**config.mk**
```make
export PLATFORM = sky130hd
export DESIGN_NAME = ram_mult_sequencer
export DESIGN_NICKNAME = d
export VERILOG_FILES = /design/src/rtl/ram_mult_sequencer.sv
export SDC_FILE = /design/constraint.sdc
export NUM_CORES = 1
export LEC_CHECK = 0
export ABC_CLOCK_PERIOD_IN_PS = 9180
export CORE_MARGIN = 2
export CORE_UTILIZATION = 40
export CTS_CLUSTER_DIAMETER = 150
export DETAILED_ROUTE_END_ITERATION = 7
export GPL_TIMING_DRIVEN = 0
export PLACE_DENSITY_LB_ADDON = 0.15
export SLEW_MARGIN = 20
export SYNTH_ARGS = -nofsm -noshare
export SYNTH_HDL_FRONTEND = slang
export SYNTH_SLANG_ARGS = --single-unit
```
**constraint.sdc**
```tcl
create_clock -name clk -period 9.18 [get_ports clk]
set_clock_uncertainty 0.2 [all_clocks]
set_input_delay 1.836 -clock clk [delete_from_list [all_inputs] [get_ports clk]]
set_output_delay 1.836 -clock clk [all_outputs]
set_load 0.005 [all_outputs]
```
**src/rtl/ram_mult_sequencer.sv**
```systemverilog
// Sequences a single-port synchronous RAM through an unsigned multiply:
// fetch A and B, shift-add one bit per cycle, write the product back high byte first.
module ram_mult_sequencer #(
  parameter int DATA_W = 8,
  parameter int ADR_W  = 3
) (
  input  logic                  clk,
  input  logic                  rst,
  input  logic                  start,
  input  logic [ADR_W-1:0]      adr_a,
  input  logic [ADR_W-1:0]      adr_b,
  input  logic [ADR_W-1:0]      adr_p,
  output logic                  busy,
  output logic                  done,
  output logic [2*DATA_W-1:0]   product,
  output logic                  ram_w,
  output logic [ADR_W-1:0]      ram_adr,
  output logic [DATA_W-1:0]     ram_din,
  input  logic [DATA_W-1:0]     ram_dout
);

  localparam int CNT_W = (DATA_W > 1) ? $clog2(DATA_W) : 1;
  localparam int P_W   = 2 * DATA_W;

  typedef enum logic [2:0] {
    IDLE  = 3'd0,
    RD_A  = 3'd1,
    RD_B  = 3'd2,
    LD_B  = 3'd3,
    MUL   = 3'd4,
    WR_HI = 3'd5,
    WR_LO = 3'd6,
    DONE  = 3'd7
  } state_t;

  state_t             state_r;
  state_t             state_s;
  logic [ADR_W-1:0]   adr_a_r;
  logic [ADR_W-1:0]   adr_b_r;
  logic [ADR_W-1:0]   adr_p_r;
  logic [ADR_W-1:0]   adr_lo_s;
  logic [DATA_W-1:0]  reg_a_r;
  logic [DATA_W-1:0]  reg_b_r;
  logic [P_W-1:0]     acc_r;
  logic [P_W-1:0]     acc_s;
  logic [P_W-1:0]     partial_s;
  logic [P_W-1:0]     product_r;
  logic [CNT_W-1:0]   cnt_r;
  logic               last_s;

  assign last_s   = (cnt_r == CNT_W'(DATA_W - 1));
  // Low byte lands one word above the high byte, wrapping at the top of the RAM.
  assign adr_lo_s = adr_p_r + {{(ADR_W-1){1'b0}}, 1'b1};
  assign product  = product_r;

  // Next state and the shift-add step for the current multiplier bit.
  always_comb begin
    state_s   = state_r;
    partial_s = {P_W{1'b0}};
    if (reg_b_r[cnt_r]) begin
      partial_s = {{DATA_W{1'b0}}, reg_a_r} << cnt_r;
    end else begin
      partial_s = {P_W{1'b0}};
    end
    acc_s = acc_r + partial_s;
    case (state_r)
      IDLE: begin
        if (start) begin
          state_s = RD_A;
        end else begin
          state_s = IDLE;
        end
      end
      RD_A:  state_s = RD_B;
      RD_B:  state_s = LD_B;
      LD_B:  state_s = MUL;
      MUL: begin
        if (last_s) begin
          state_s = WR_HI;
        end else begin
          state_s = MUL;
        end
      end
      WR_HI: state_s = WR_LO;
      WR_LO: state_s = DONE;
      DONE:  state_s = IDLE;
      default: state_s = IDLE;
    endcase
  end

  // State, captured addresses, operands, accumulator and product.
  always_ff @(posedge clk) begin
    if (rst) begin
      state_r   <= IDLE;
      adr_a_r   <= {ADR_W{1'b0}};
      adr_b_r   <= {ADR_W{1'b0}};
      adr_p_r   <= {ADR_W{1'b0}};
      reg_a_r   <= {DATA_W{1'b0}};
      reg_b_r   <= {DATA_W{1'b0}};
      acc_r     <= {P_W{1'b0}};
      product_r <= {P_W{1'b0}};
      cnt_r     <= {CNT_W{1'b0}};
    end else begin
      state_r <= state_s;
      case (state_r)
        IDLE: begin
          if (start) begin
            adr_a_r <= adr_a;
            adr_b_r <= adr_b;
            adr_p_r <= adr_p;
          end
        end
        // ram_dout carries the word addressed in the previous cycle.
        RD_B: reg_a_r <= ram_dout;
        LD_B: begin
          reg_b_r <= ram_dout;
          acc_r   <= {P_W{1'b0}};
          cnt_r   <= {CNT_W{1'b0}};
        end
        MUL: begin
          acc_r <= acc_s;
          cnt_r <= cnt_r + {{(CNT_W-1){1'b0}}, 1'b1};
          if (last_s) begin
            product_r <= acc_s;
          end
        end
        default: begin
        end
      endcase
    end
  end

  // RAM strobes and status decoded from the state register.
  always_comb begin
    ram_w   = 1'b0;
    ram_adr = {ADR_W{1'b0}};
    ram_din = {DATA_W{1'b0}};
    busy    = 1'b1;
    done    = 1'b0;
    case (state_r)
      IDLE:  busy = 1'b0;
      RD_A:  ram_adr = adr_a_r;
      RD_B:  ram_adr = adr_b_r;
      LD_B:  ram_adr = adr_b_r;
      MUL:   ram_adr = {ADR_W{1'b0}};
      WR_HI: begin
        ram_w   = 1'b1;
        ram_adr = adr_p_r;
        ram_din = product_r[P_W-1:DATA_W];
      end
      WR_LO: begin
        ram_w   = 1'b1;
        ram_adr = adr_lo_s;
        ram_din = product_r[DATA_W-1:0];
      end
      DONE:  done = 1'b1;
      default: busy = 1'b0;
    endcase
  end

endmodule

```
==> reports/results.ini <==
[logic_synthesis]
yosys.area_share.simple=0.2360
synth_area_leader_cell=dfxtp_1
ys_ff_latch=63
synthMuxAreaShare=0.04573
synth_commonest_cells=nand2_1, dfxtp_1, a21oi_1, nor2_1, o21ai_0
yosys.cell_count.top_type=nand2_1
synth_adder_area_share=0.06542
syn_avg_cell_area_sq_um=7.713
synth_area_sq_um=3749
async_flop_share=0
synth.area.top_cells=dfxtp_1, nand2_1, a21oi_1
synth_top_family_by_area=compound AO/OA/AOI/OAI gates
syn-instance-count=486
ys_seq_area_frac=0.3364
ys_types=59
synth_top_area_frac=0.3364
syn-num-nets=525
synth_edf_count=0
ys_warn_count=0
synthXorXnorAreaFrac=0.02570
synth_flop_cell=dfxtp_1
synth_compound_gate_area_share=0.2457

[route]
post-route-drc-count=0
drtIter0Drc=179
vias_per_cell=5.437
dr.pass1.iters=4
vias=3594
wl_per_cell_microns=15.26
drt_wl_total_microns=10080
ant_nets=0

[grt]
grt_use_met2=0.3431
met1_usage=0.2622
antenna_found_initial=0
grt_pass1_wl_microns=16220
grt_pass1_vias=3353
grt.busiest_layer=met2
grt_max_degree=12
grt-ovfl-total=0
grt.total_usage=0.2048
grt_use_met3=0.04300

[timing]
tns_ps=0
tightestPinTransition_ps=969.6
slew_violations=0
period_minus_slack_ps=4570
finalHoldViolCount=0
grt_setup_unrepaired=no
relSlewSlack=0.3487
final-setup-viol-count=0
timing.fmax_ghz=0.2188
hold_slack_ps=257.3
fin_crit_sh=0.4978

[placed_design]
dp_hpwl_microns=7832
numPortBuffers=48
gp_congestion=0.8836
dp_cells=645

[clock_network]
h-tree-depth=3
insertion_delay_ps=340
cts_tree=built
cts.clk_slew.worst_paths_ps=70
cts.path.max_buffers=2
cts_hold_buffers=0
cts.sinks=63
cts.repair.resized=0
numCtsBuffers=9
post_cts_buffers=0
root_buffer=clkbuf_8

[cells_and_area]
antennaDiodeCount=0
syn_to_final_growth_pct=21.20
finalNonFillerCells=661
final_net_count=584
fillers=953
fin_util=0.4964
drive_gt1_frac=0.07636

[worst_setup_path]
max_stage_delay_ps=530
crit_start=state_r[1]
cp_top_family=buffers and inverters
cp.arrival_ps=2530
path_class=register to output pin
rr_startpoint=cnt_r[0]
cp-end-kind=output pin
crit_slowest_cell=clkdlybuf4s50_1
crit_chain=buf_2 > nor2b_1 > clkbuf_1 > o21ai_0 > a31oi_1 > clkdlybuf4s50_1
crit_buf_inv=3
cp-start-kind=register
crit_fanout=10
critPathRequiredTime_ps=7140

[die]
io_pins=50
initial_core_util=0.4096
core_area_sq_um=9153
dieHeight_microns=100.8
die_x_microns=100.8
rows=35
dieArea_sq_um=10160

[min_path]
min_path_type=register to register
hold_start=adr_a_r[0]

[power]
powerDensity_nw_per_um2=126.0
vdd_drop_max_mv=0.08493
p_leak_nw=1.683

[flow_run]
maxCapViolCount=0

[outcome]
status=finished, final reports clean

## layout make-up
| type | instances | area, sq um | share of cell area |
|---|---|---|---|
| Clock buffer | 11 | 141.4 | 0.03112 |
| Sequential cell | 63 | 1261 | 0.2776 |
| Multi-Input combinational cell | 381 | 2318 | 0.5103 |
| Clock inverter | 5 | 33.78 | 0.007436 |
| Timing Repair Buffer | 48 | 480.5 | 0.1058 |
| Tap cell | 111 | 138.9 | 0.03057 |
| Inverter | 11 | 41.29 | 0.009088 |
| Buffer | 31 | 127.6 | 0.02809 |
## flip-flops by register name (all words and copies together) (netlist names)
register	cells
cnt_r	3
reg_b_r	8
state_r	3
acc_r	16
product	16
reg_a_r	8
adr_b_r	3
adr_a_r	3
adr_p_r	3
## worst reg2reg max path: stages, from the launching register on
cell and delay [ps]:
dfxtp_1 340, buf_2 250, mux4_2 560, nand2_1 160, and2_1 140, clkbuf_1 240, a21oi_1 100, ha_1 360
a21o_1 210, a221o_2 450, a31oi_4 260, o211ai_4 130, mux2i_1 150, a211o_1 270
## final timing paths
check / to / slack [ps] / depth (start not counted)
max: ram_adr[2] / 4610 / 6
min: adr_a_r[0] / 260 / 2
max reg2reg: product[12] / 5250 / 13
min reg2reg: adr_a_r[0] / 260 / 2
## per-stage QoR
step | cell area (sq um) | setup WS (ps) | total power (W)
floorplan | 3749 | 5667 | 0.0003335
global placement | 4368 | 4924 | 0.0003596
detailed placement | 4368 | 4984 | 0.0003601
CTS | 4543 | 4576 | 0.0005787
global route | 4543 | 4338 | 0.0006010
finish | 4543 | 4610 | 0.0005726
## placed cells by master (no fill, tap or decap), types with 3 or more instances in the layout
| master | netlist | final |
|---|---|---|
| nand2_1 | 93 | 93 |
| dfxtp_1 | 63 | 63 |
| a21oi_1 | 52 | 52 |
| clkdlybuf4s50_1 | 0 | 48 |
| nor2_1 | 47 | 47 |
| o21ai_0 | 21 | 21 |
| clkbuf_1 | 19 | 20 |
| ha_1 | 18 | 18 |
| a22oi_1 | 16 | 16 |
| nor2b_1 | 14 | 14 |
| inv_1 | 11 | 11 |
| clkbuf_8 | 0 | 10 |
| buf_2 | 9 | 9 |
| nor3_1 | 8 | 8 |
| xnor2_1 | 8 | 8 |
| nand3_1 | 7 | 7 |
| mux2i_1 | 7 | 7 |
| mux2_2 | 5 | 5 |
| a211oi_1 | 5 | 5 |
| a22o_1 | 5 | 5 |
| a31oi_1 | 5 | 5 |
| and3_1 | 4 | 4 |
| and2_1 | 4 | 4 |
| o21ai_1 | 4 | 4 |
| a211o_1 | 4 | 4 |
| o22ai_1 | 3 | 3 |
| a21o_1 | 3 | 3 |
| or3_1 | 3 | 3 |
| nor3b_1 | 3 | 3 |
| buf_1 | 3 | 3 |
| xor2_1 | 3 | 3 |
| o211ai_1 | 3 | 3 |
## power by group
group          total (W)  switching [W]  internal (W)
clock           0.000219       0.000114      0.000105
combinational  0.0000662      0.0000384     0.0000278
sequential      0.000288     0.00000652      0.000281
## cells by family (layout without fill, tap and decap cells)
logic type | Yosys count | count (layout)
DFF | 63 | 63
AOI/OAI and AO/OA | 140 | 140
buffers and inverters | 42 | 106
muxes | 14 | 14
xor gates and xnor gates | 11 | 11
adders and majority gates | 19 | 19
and+or+nand+nor | 197 | 197
## metal layers
layer	vias to the layer above	share of wire
met5	-	0
met2	72	0.48
met3	9	0.047
li1	1843	-
met4	0	0.012
met1	1670	0.46
(Power assumes the default switching activity.)
==> RTL edit (same settings) <==
Set the parameter `DATA_W` to 16 (it was 8).
--- a/src/rtl/ram_mult_sequencer.sv
+++ b/src/rtl/ram_mult_sequencer.sv
@@ -3,3 +3,3 @@
 module ram_mult_sequencer #(
-  parameter int DATA_W = 8,
+  parameter int DATA_W = 16,
   parameter int ADR_W  = 3
Ports: changed (resized product, ram_din and ram_dout); port bits go from 50 to 82. No check against the original RTL was run, so the function may have changed too.
==> RTL edit against the unedited design <==
- worst setup slack worse by 1500 ps
- final area up 83%
- non-clock buffer count rose by 64
- area after synthesis rose by 84%
- die area is 80% higher
- combinational power rose by 44%
- total power grew 83%
- sequential cell count is 49 higher
- routed wire length up 110%
- largest power group unchanged
- highest routed layer unchanged
==> RTL edit: results (changes against the unedited design) <==
| Metric | Value |
|---|---|
| Worst path slowest cell | `o31ai_1` |
| Final-layout fill cell count | `1791 (+88%)` |
| CP peak stage delay | `800 ps (+270 ps)` |
| Setup WS pre-CTS | `3316 ps (-1668 ps)` |
| Cell family with most CP delay | `compound AO/OA/AOI/OAI gates` |
| Global-route wire length before repair | `33.28 mm (+110%)` |
| Leak Pwr | `0.002962 uW (+76%)` |
| Critical path arrival | `6150 ps (+3620 ps)` |
| Vias in the first global route | `6284 (+87%)` |
| CTS Root Cell | `clkbuf_16` |
| Period Utilization, post-route | `66.00% (+16 points)` |
| Layout cells sized above 1 | `4.518% (-3.1 points)` |
| Total nets after synthesis | `962 (+83%)` |
| Reg2reg start | `cnt_r[1]` |
| Status | `finished, final reports clean` |
| Synth area leaders | `dfxtp_1, nand2_1, a21oi_1` |
| Yosys cell types | `62 (+5.1%)` |
| Sequential-to-total area share from yosys stat | `32.55% (-1.1 points)` |
| Critical Path Source | `cnt_r[1]` |
| Pwr dens | `126.4 nW/um^2 (+0.28%)` |
| Peak supply drop | `0.1195 mV (+41%)` |
| Detailed Place HPWL | `16.44 mm (+110%)` |
| Largest net degree at the start of global routing | `21 (+9)` |
| Placed cell area | `7964 sq um (+82%)` |
| Slew HR | `33.47% (-1.4 points)` |
| Total GRT Usage | `23.36% (+2.9 points)` |
| Commonest cells in the synthesized netlist | `nand2_1, a21oi_1, dfxtp_1` |
| # nets final | `1053 (+80%)` |
[RTL edit: worst min-delay path by stage]
stage          slack, ps           to         from  cells past startpoint
5_1_grt              280  reg_b_r[10]  reg_b_r[10]                      2
3_5_place_dp         250   reg_b_r[0]   reg_b_r[0]                      2
6_report             260  reg_b_r[13]  reg_b_r[13]                      2
2_1_floorplan        230    acc_r[18]    acc_r[18]                      2
3_3_place_gp         240   reg_b_r[4]   reg_b_r[4]                      2
4_1_cts              260   reg_b_r[0]   reg_b_r[0]                      2
[RTL edit: per-layer routing]
layer  routed length (microns)  track usage, %  up-vias
li1                          -               -     3406
met1                     10010           31.19     3095
met2                      9448           38.49      180
met3                      1030           4.340       30
met4                       484           7.060        0
met5                         0               0        -
[RTL edit: metrics by stage]
stage / cells / util, %
5_1_grt: 1216 / 49.69
3_3_place_gp: 1200 / 47.69
2_1_floorplan: 900 / -
3_5_place_dp: 1200 / 47.69
6_report: 1216 / 49.69
4_1_cts: 1216 / 49.69
[RTL edit: kinds of logic after synthesis]
| kind of cell | after synthesis | share of synthesized area (%) |
|---|---|---|
| AND/OR/NAND/NOR | 342 | 21.47 |
| adder cells (fa/ha/maj) | 34 | 6.285 |
| buffers and inverters | 78 | 4.287 |
| flip-flops | 112 | 32.55 |
| AO/OA/AOI/OAI | 267 | 24.96 |
| XOR/XNOR | 28 | 3.560 |
| multiplexers | 39 | 6.885 |
[RTL edit: area by class of cell]
class / count / share of cell area [%]
multi-input combinational: 710 / 52.43
sequential: 112 / 27.02
timing repair buffer: 80 / 9.650
tap: 220 / 3.317
buffer: 63 / 2.880
clock buffer: 9 / 2.714
clock inverter: 7 / 1.312
inverter: 15 / 0.6785
[RTL edit: power breakdown]
group          internal, uW  total (uW)  switching (uW)
Combinational          37.4        95.2            57.8
Clock                   247         449             203
Sequential              496         504            8.02
